## config.mk

```make
export PLATFORM = sky130hd
export DESIGN_NAME = lcd_pattern_sched
export DESIGN_NICKNAME = d
export VERILOG_FILES = /design/src/rtl/lcd_pkg.sv /design/src/rtl/btn_debounce.sv /design/src/rtl/lcd_pattern_sched.sv
export SDC_FILE = /design/constraint.sdc
export NUM_CORES = 1
export LEC_CHECK = 0
export ABC_AREA = 1
export BUFFER_PORTS_ARGS = -buffer_cell sky130_fd_sc_hd__buf_2
export CORE_MARGIN = 4
export CORE_UTILIZATION = 30
export DETAILED_ROUTE_END_ITERATION = 7
export GPL_TIMING_DRIVEN = 0
export PLACE_DENSITY = 0.47
export REMOVE_ABC_BUFFERS = 1
export SKIP_LAST_GASP = 1
export SYNTH_ARGS = -nofsm -noshare
export SYNTH_HDL_FRONTEND = slang
export SYNTH_SLANG_ARGS = --single-unit
```

## constraint.sdc

```tcl
create_clock -name i_clk -period 2.6 [get_ports i_clk]
set_input_delay 0.26 -clock i_clk [delete_from_list [all_inputs] [get_ports i_clk]]
set_output_delay 0.26 -clock i_clk [all_outputs]
set_load 0.02 [all_outputs]
```

## src/rtl/lcd_pkg.sv

```systemverilog
// ---------------------------------------------------------------------------
// lcd_pkg
// Shared definitions for the LCD test-pattern scheduler:
//   state_e   - scheduler FSM states
//   PWM_BITS  - width of the backlight duty / PWM counter
//   DUTY_MAX  - full-brightness duty (backlight forced solidly on)
//   duty_up   - saturating duty increment (clamps at DUTY_MAX)
//   duty_down - saturating duty decrement (clamps at 0)
// ---------------------------------------------------------------------------
package lcd_pkg;

  typedef enum logic [2:0] {
    ST_BOOT     = 3'd0,
    ST_FADE_IN  = 3'd1,
    ST_SHOW     = 3'd2,
    ST_FADE_OUT = 3'd3,
    ST_SWITCH   = 3'd4
  } state_e;

  localparam int                  PWM_BITS = 8;
  localparam logic [PWM_BITS-1:0] DUTY_MAX = 8'hFF;

  // One extra bit of headroom catches the carry, so the fade-in lands
  // exactly on DUTY_MAX instead of wrapping.
  function automatic logic [PWM_BITS-1:0] duty_up(
    input logic [PWM_BITS-1:0] duty,
    input logic [PWM_BITS-1:0] step
  );
    logic [PWM_BITS:0] sum;
    sum = {1'b0, duty} + {1'b0, step};
    return sum[PWM_BITS] ? DUTY_MAX : sum[PWM_BITS-1:0];
  endfunction

  function automatic logic [PWM_BITS-1:0] duty_down(
    input logic [PWM_BITS-1:0] duty,
    input logic [PWM_BITS-1:0] step
  );
    return (duty > step) ? (duty - step) : '0;
  endfunction

endpackage

```

## src/rtl/btn_debounce.sv

```systemverilog
// ---------------------------------------------------------------------------
// btn_debounce
// Conditions a raw mechanical push button: two-flop synchroniser, then a
// stability counter that restarts on every change of the synchronised
// level. The debounced level follows only after the input has held still
// long enough. A one-cycle pulse is emitted on each debounced 0->1 edge.
//
// Ports:
//   i_clk  - clock
//   i_rst  - asynchronous, active-high reset
//   i_btn  - raw asynchronous button, active-high
//   o_rise - one-cycle pulse on a debounced press
// ---------------------------------------------------------------------------
module btn_debounce #(
  parameter int DEBOUNCE_CYC = 400000
) (
  input  logic i_clk,
  input  logic i_rst,
  input  logic i_btn,
  output logic o_rise
);

  localparam int               CNT_W    = $clog2(DEBOUNCE_CYC + 1);
  localparam logic [CNT_W-1:0] CNT_LAST = CNT_W'(DEBOUNCE_CYC - 1);

  logic [1:0]       r_sync;
  logic             r_last;
  logic [CNT_W-1:0] r_cnt;
  logic             r_level;
  logic             r_level_d;

  // Two-flop synchroniser: the button is asynchronous to the pixel clock.
  always_ff @(posedge i_clk or posedge i_rst) begin
    if (i_rst) begin
      r_sync <= '0;
    end else begin
      r_sync <= {r_sync[0], i_btn};
    end
  end

  // Any change of the synchronised level restarts the count; the debounced
  // level is only updated once the count has run out without a change.
  always_ff @(posedge i_clk or posedge i_rst) begin
    if (i_rst) begin
      r_last  <= 1'b0;
      r_cnt   <= '0;
      r_level <= 1'b0;
    end else if (r_sync[1] != r_last) begin
      r_last <= r_sync[1];
      r_cnt  <= '0;
    end else if (r_cnt == CNT_LAST) begin
      r_level <= r_last;
    end else begin
      r_cnt <= r_cnt + 1'b1;
    end
  end

  // Delayed copy of the debounced level for rising-edge detection.
  always_ff @(posedge i_clk or posedge i_rst) begin
    if (i_rst) begin
      r_level_d <= 1'b0;
    end else begin
      r_level_d <= r_level;
    end
  end

  assign o_rise = r_level & ~r_level_d;

endmodule

```

## src/rtl/lcd_pattern_sched.sv

```systemverilog
// ---------------------------------------------------------------------------
// lcd_pattern_sched
// Frame-synchronous scheduler for the RGB LCD test-pattern datapath. Picks
// which pattern generator drives the panel and owns the backlight PWM.
// Pattern changes are hidden behind a backlight fade-out / fade-in and only
// happen on a frame tick while the backlight is fully dark.
//
// Ports:
//   i_clk       - pixel clock (shared with the LCD timing controller)
//   i_rst       - asynchronous, active-high reset
//   i_lcd_vsync - vertical sync from the timing controller, clk-synchronous
//   i_btn_next  - raw push button, active-high, requests the next pattern
//   i_auto_en   - 1 = advance automatically every FRAMES_PER_PAT frames
//   o_pat_sel   - pattern index to the data mux
//   o_lcd_bl    - backlight PWM
//   o_busy      - high whenever the scheduler is not in SHOW
// ---------------------------------------------------------------------------
module lcd_pattern_sched
  import lcd_pkg::*;
#(
  parameter int NUM_PAT        = 8,
  parameter int BOOT_FRAMES    = 4,
  parameter int FRAMES_PER_PAT = 120,
  parameter int FADE_STEP      = 16,
  parameter int DEBOUNCE_CYC   = 400000,
  parameter int VS_ACTIVE_LOW  = 1
) (
  input  logic                       i_clk,
  input  logic                       i_rst,
  input  logic                       i_lcd_vsync,
  input  logic                       i_btn_next,
  input  logic                       i_auto_en,
  output logic [$clog2(NUM_PAT)-1:0] o_pat_sel,
  output logic                       o_lcd_bl,
  output logic                       o_busy
);

  localparam int PAT_W   = $clog2(NUM_PAT);
  localparam int BOOT_W  = $clog2(BOOT_FRAMES + 1);
  localparam int FRAME_W = $clog2(FRAMES_PER_PAT + 1);

  localparam logic [PAT_W-1:0]    PAT_LAST   = PAT_W'(NUM_PAT - 1);
  localparam logic [BOOT_W-1:0]   BOOT_LAST  = BOOT_W'(BOOT_FRAMES - 1);
  localparam logic [FRAME_W-1:0]  FRAME_LAST = FRAME_W'(FRAMES_PER_PAT - 1);
  localparam logic [PWM_BITS-1:0] STEP       = PWM_BITS'(FADE_STEP);
  localparam logic                VS_IDLE    = (VS_ACTIVE_LOW != 0) ? 1'b1 : 1'b0;

  state_e              r_state;
  logic [PWM_BITS-1:0] r_duty;
  logic [BOOT_W-1:0]   r_boot_cnt;
  logic [FRAME_W-1:0]  r_frame_cnt;
  logic [PAT_W-1:0]    r_pat_sel;
  logic                r_pending;
  logic                r_vs_d;
  logic                r_tick;
  logic [PWM_BITS-1:0] r_pwm_cnt;
  logic                r_bl;

  logic                w_vs_edge;
  logic                w_btn_rise;
  logic                w_advance;
  logic                w_consume;
  logic [PWM_BITS-1:0] w_duty_up;
  logic [PWM_BITS-1:0] w_duty_dn;

  btn_debounce #(
    .DEBOUNCE_CYC(DEBOUNCE_CYC)
  ) u_btn (
    .i_clk (i_clk),
    .i_rst (i_rst),
    .i_btn (i_btn_next),
    .o_rise(w_btn_rise)
  );

  // The last-vsync register resets to the idle level so that releasing
  // reset with vsync already idle does not fake a frame start.
  assign w_vs_edge = (VS_ACTIVE_LOW != 0) ? (r_vs_d & ~i_lcd_vsync)
                                          : (~r_vs_d & i_lcd_vsync);

  // Registered edge detect: the frame tick is a one-cycle pulse that follows
  // the vsync edge by one clock.
  always_ff @(posedge i_clk or posedge i_rst) begin
    if (i_rst) begin
      r_vs_d <= VS_IDLE;
      r_tick <= 1'b0;
    end else begin
      r_vs_d <= i_lcd_vsync;
      r_tick <= w_vs_edge;
    end
  end

  assign w_duty_up = duty_up(r_duty, STEP);
  assign w_duty_dn = duty_down(r_duty, STEP);

  // A pending request wins over the auto terminal count; both at once still
  // produce only the single transition into FADE_OUT.
  assign w_advance = r_pending |
                     (i_auto_en & (r_frame_cnt == FRAME_LAST));
  assign w_consume = r_tick & (r_state == ST_SHOW) & w_advance;

  // Button requests latch until SHOW consumes them; further presses while
  // a request is outstanding collapse into it. A press landing in the very
  // cycle of consumption is kept as a fresh request.
  always_ff @(posedge i_clk or posedge i_rst) begin
    if (i_rst) begin
      r_pending <= 1'b0;
    end else if (w_btn_rise) begin
      r_pending <= 1'b1;
    end else if (w_consume) begin
      r_pending <= 1'b0;
    end
  end

  // Scheduler FSM. Everything here moves only on a frame tick, so without
  // vsync edges the state and duty freeze. The duty is left untouched on the
  // tick that enters a fade; it starts stepping on the following tick.
  always_ff @(posedge i_clk or posedge i_rst) begin
    if (i_rst) begin
      r_state     <= ST_BOOT;
      r_duty      <= '0;
      r_boot_cnt  <= '0;
      r_frame_cnt <= '0;
      r_pat_sel   <= '0;
    end else if (r_tick) begin
      case (r_state)
        ST_BOOT: begin
          if (r_boot_cnt == BOOT_LAST) begin
            r_state <= ST_FADE_IN;
          end else begin
            r_boot_cnt <= r_boot_cnt + 1'b1;
          end
        end
        ST_FADE_IN: begin
          r_duty <= w_duty_up;
          if (w_duty_up == DUTY_MAX) begin
            r_state     <= ST_SHOW;
            r_frame_cnt <= '0;
          end
        end
        ST_SHOW: begin
          if (w_advance) begin
            r_state <= ST_FADE_OUT;
          end else if (i_auto_en) begin
            r_frame_cnt <= r_frame_cnt + 1'b1;
          end
        end
        ST_FADE_OUT: begin
          r_duty <= w_duty_dn;
          if (w_duty_dn == '0) begin
            r_state <= ST_SWITCH;
          end
        end
        ST_SWITCH: begin
          r_pat_sel <= (r_pat_sel == PAT_LAST) ? '0 : r_pat_sel + 1'b1;
          r_state   <= ST_FADE_IN;
        end
        default: begin
          r_state <= ST_BOOT;
        end
      endcase
    end
  end

  // Free-running PWM; full duty is forced solid on so the backlight has no
  // one-in-256 dropout at maximum brightness.
  always_ff @(posedge i_clk or posedge i_rst) begin
    if (i_rst) begin
      r_pwm_cnt <= '0;
      r_bl      <= 1'b0;
    end else begin
      r_pwm_cnt <= r_pwm_cnt + 1'b1;
      r_bl      <= (r_duty == DUTY_MAX) ? 1'b1 : (r_pwm_cnt < r_duty);
    end
  end

  assign o_pat_sel = r_pat_sel;
  assign o_lcd_bl  = r_bl;
  assign o_busy    = (r_state != ST_SHOW);

endmodule

```

# After elaboration in Yosys (flattened, before gate mapping)
# Index checks and enable logic that the tools add are counted.
[word_totals]
in_bits = 5
output_inout_bits = 5
ff_bits = 60
[classes]
eq_ne = 19
addsub = 7
mux = 18
order_cmp = 2
n_reduce_logical = 11
n_bitwise = 10
[op_table]
columns = ["op", "n"]
rows = [
  ["$mux 19", 2],
  ["$mux 7", 3],
  ["$add 19x1->19 const B", 1],
  ["$eq 19x19->1 const B", 1],
  ["$eq 8x8->1 const B", 2],
  ["$mux 8", 2],
  ["$pmux 8 s2", 1],
  ["$mux 3", 5],
  ["$pmux 3 s5", 1],
  ["$pmux 7 s2", 1],
  ["$ne 2x2->1 const B", 6],
  ["$reduce_and 5->1", 2],
  ["$add 8x5->9 const B", 1],
  ["$eq 3x2->1 const B", 3],
  ["$add 8x1->8 const B", 1],
  ["$gt 8x5->1 const B", 1],
  ["$logic_not 8->1", 1],
  ["$lt 8x8->1", 1],
  ["$sub 8x5->8 const B", 1],
  ["$add 7x1->7 const B", 1],
  ["$eq 7x7->1 const B", 1],
  ["$add 3x1->3 const B", 2],
  ["$eq 3x3->1 const B", 2],
  ["$reduce_and 2->1", 3],
  ["11 further kinds", 22],
]

# Depth between registers and ports, before layout
[logic_depth]
ltp_word = 6
ltp_mapped = 12
depth_no_buf = 12

# Modules after synthesis
# A second synthesis with hierarchy kept.
[unflattened]
hier_cells = 434
area_unflattened_um2 = 3532.1
[by_module_without_submodules]
columns = ["module", "seq_area_each_um2", "cells_per_inst", "instances", "area_per_inst_um2"]
rows = [
  ["lcd_pattern_sched", 902.1, 246, 1, 2142.1],
  ["btn_debounce", 600.6, 188, 1, 1390.1],
]

# Worst setup path before layout
# No wires, ideal clock.
[synth_timing]
path_type = "reg-to-reg"
startpoint = "reg r_duty[4]"
endpoint = "reg r_frame_cnt[4]"
setup_time_ns = 0.117
arrival_ns = 1.555
n_path_buf = 0
setup_slack_ns = 0.928
synth_period_minus_slack_ns = 1.672
required_time_ns = 2.483
path_stages_with_launch = 13
cell_sequence = "dfrtp_1 inv_1 ha_1 inv_1 nand2_1 nand2_1 inv_1 nand3_1 nand2_1 nand2_4 clkinv_2 nor2_1 nor2_1"
[synth_between]
elab_chain_cells = 5
[synth_lines]
columns = ["item", "line", "source"]
rows = [
  ["start: declaration", "lcd_pattern_sched.sv:49", "logic [PWM_BITS-1:0] r_duty;"],
  ["start signal: assignment", "lcd_pattern_sched.sv:134", "r_duty <= w_duty_up;"],
  ["start signal: assignment", "lcd_pattern_sched.sv:148", "r_duty <= w_duty_dn;"],
  ["$add 8x5->9", "lcd_pkg.sv:30", "sum = {1'b0, duty} + {1'b0, step};"],
  ["$mux 8", "lcd_pkg.sv:31", "return sum[PWM_BITS] ? DUTY_MAX : sum[PWM_BITS-1:0];"],
  ["$eq 8x8->1", "lcd_pattern_sched.sv:135", "if (w_duty_up == DUTY_MAX) begin"],
  ["$ne 2x2->1 (no source line)", "n/a", ""],
  ["$reduce_and 5->1 (no source line)", "n/a", ""],
  ["end signal: assignment", "lcd_pattern_sched.sv:144", "r_frame_cnt <= r_frame_cnt + 1'b1;"],
  ["end: declaration", "lcd_pattern_sched.sv:51", "logic [FRAME_W-1:0] r_frame_cnt;"],
]
# Every way passes these cells.
# A chain may end at the register's enable or synchronous reset.

# Final worst setup path
# Same ends and word-level chain as after synthesis.

==> qor.yml <==
sta:
  holdWs_ps: 4.088
  min_period_over_period_pct: 78.51
  setup_ws_ps: 558.7
  hold_viol: 0
  maxSlewHeadroom_pct: 58.09
  slew_violations: 0
  fin_crit_ps: 2041
  tightest_slew_ps: 627.7
  fin_skew_ps: 9.975
  setup_viol: 0
  max_freq_ghz: 0.4899
  tns_ps: 0
  rsz0062_at_grt: "no"
floorplanning:
  ios: 10
  die_h_um: 113.4
  die_area_um2: 12850
  start_util_pct: 30.72
  fp.coreArea_um2: 10840
  rows: 38
  die_w_um: 113.4
clock_tree:
  cts_resized: 0
  post_cts_buffers: 0
  postCtsHoldBufs: 0
  root_buffer: "clkbuf_8"
  tritoncts: "done"
  cts_sinks: 60
  path_clk_slew_ps: 70
  clock_latency_ps: 340
  clockBufferDepth: 2
  cts_buffers: 9
  htree_levels: 3
global_route:
  grt_pass1_vias: 2667
  grt_pass1_wl_um: 12280
  track_usage_pct: 11.80
  grt_max_degree: 33
  antenna_found_initial: 0
  overflow: 0
synthesis:
  yosys_register_bits: 60
  ys_types: 35
  yosys_warnings: 0
  ys_seq_area_share_pct: 45.12
  syn_area_um2: 3331
  synthCells: 416
  synth.avg_cell_area_um2: 8.006
cells_and_area:
  layout_commonest_cell: "nand2_1"
  most-common-layout-cells: "nand2_1 (79), dfrtp_1 (59), inv_1 (54)"
  nFillCells: 1135
  layout.nets: 457
  fin_util_pct: 34.60
  n_antenna_cell: 0
  area_delta_synth_final_pct: 12.62
  drive_above_1_share_pct: 8.636
  fin_cells: 580
  stdcell_area_um2: 3751
route:
  vias: 2730
  drc: 0
  wire_per_inst_um: 11.93
  wl_um: 6919
  viasPerCell: 4.707
  drtAntennaViolNets: 0
  drtIter0Drc: 149
  firstDrtPassIters: 6
run:
  drv_cap: 0
placement:
  post_dp_cell_area_um2: 3558
  pre_cts_slack_ps: 550.5
  dp_cells: 563
  gp_congestion: 0.8234
  hpwl_um: 5085
  io_buffers: 9
setup_path:
  rrSetupSlack_ps: 560
  crit_arrival_ps: 2270
  end_kind: "flop"
  critical_path_peak_fanout: 10
  start_kind: "flop"
  path_class: "reg2reg"
  required_ps: 2830
power_and_ir_drop:
  power.density_nw_per_um2: 779.2
  finalPower_mw: 2.923
  leakage_nw: 1.765
  peakVddDrop_uv: 280.0
outcome:
  status: "complete, no violations"
hold_path:
  min_path_type: "in2async"
==> synth_stat cells <==
cell type	count	area, um^2
nand2_1	79	296.5
dfrtp_1	59	1476
inv_1	55	206.5
nor2_1	53	198.9
nand3_1	28	140.1
o21ai_0	28	140.1
ha_1	17	212.7
a21oi_1	13	65.06
nor3_1	13	65.06
nand4_1	12	75.07
xor2_1	11	96.34
o211ai_1	6	45.04
o21ai_1	5	25.02
or2_2	4	25.02
a22oi_1	3	22.52
a31oi_1	3	18.77
nor4_1	3	18.77
xnor2_1	3	26.28
clkbuf_1	2	7.510
inv_2	2	7.510
mux2_2	2	22.52
nand3b_1	2	15.01
a21boi_0	1	7.510
a21o_1	1	7.510
a21oi_2	1	8.760
buf_2	1	5.000
clkinv_2	1	5.000
dfstp_2	1	26.28
nand2_4	1	11.26
nor3_4	1	16.27
nor3b_1	1	7.510
o21a_1	1	7.510
o21bai_1	1	7.510
o22ai_1	1	6.260
o31ai_1	1	7.510
==> power breakdown <==
group          switching (mW)  internal, mW  total (mW)
sequential              0.143          1.07        1.21
combinational           0.601         0.332       0.933
clock                   0.355         0.422       0.776
==> final cells by class <==
type	instances	area [um^2]	area share (%)
multi-input cells	295	1597	42.56
flip-flops and latches	60	1503	40.06
inverters	58	219.0	5.837
well taps	140	175.2	4.670
clock buffers	14	172.7	4.603
repair buffers	11	75.07	2.001
clock inverters	2	10.01	0.2668
==> registers in the layout (all words and copies together), names as in the netlist <==
signal and cells:
u_btn.r_sync 2, r_state 3, r_duty 8, u_btn.r_level_d 1, r_tick 1, r_frame_cnt 7
r_pending 1, r_vs_d 1, u_btn.r_cnt 19, o_lcd_bl 1, o_pat_sel 3, u_btn.r_last 1
r_pwm_cnt 8, u_btn.r_level 1, r_boot_cnt 3
==> path summary, 6_finish.rpt <==
kind,depth (start not counted),from,to
max,12,r_duty[4],r_frame_cnt[4]
min,2,i_rst,u_btn.r_cnt[1]
max reg2reg,12,r_duty[4],r_frame_cnt[4]
min reg2reg,0,u_btn.r_sync[0],u_btn.r_sync[1]
max in group asynchronous,3,i_rst,r_state[0]
min in group i_clk,1,i_lcd_vsync,r_vs_d
==> layer usage <==
metal | GRT usage (%) | routed length (um)
met2 | 17.93 | 3112
met1 | 16.09 | 3484
met3 | 3.209 | 254
met5 | 0 | 0
met4 | 4.327 | 67
==> kinds of logic after synthesis <==
| family | Yosys count | synth area share [%] |
|---|---|---|
| AND/OR/NAND/NOR | 197 | 26.11 |
| multiplexers | 2 | 0.6761 |
| XOR/XNOR | 14 | 3.682 |
| AO/OA/AOI/OAI | 65 | 11.08 |
| adder cells (fa/ha/maj) | 17 | 6.386 |
| buffers and inverters | 61 | 6.950 |
| flip-flops | 60 | 45.12 |
==> critical path, cell delays in order, from the launching register on <==
cell and delay [ps]:
dfrtp_1 480, inv_1 200, ha_1 340, inv_1 80, nand2_1 80, nand2_1 90
inv_1 40, nand3_1 90, nand2_1 150, nand2_4 180, clkinv_2 80, nor2_1 90
nor2_1 40
(Power assumes the default switching activity.)
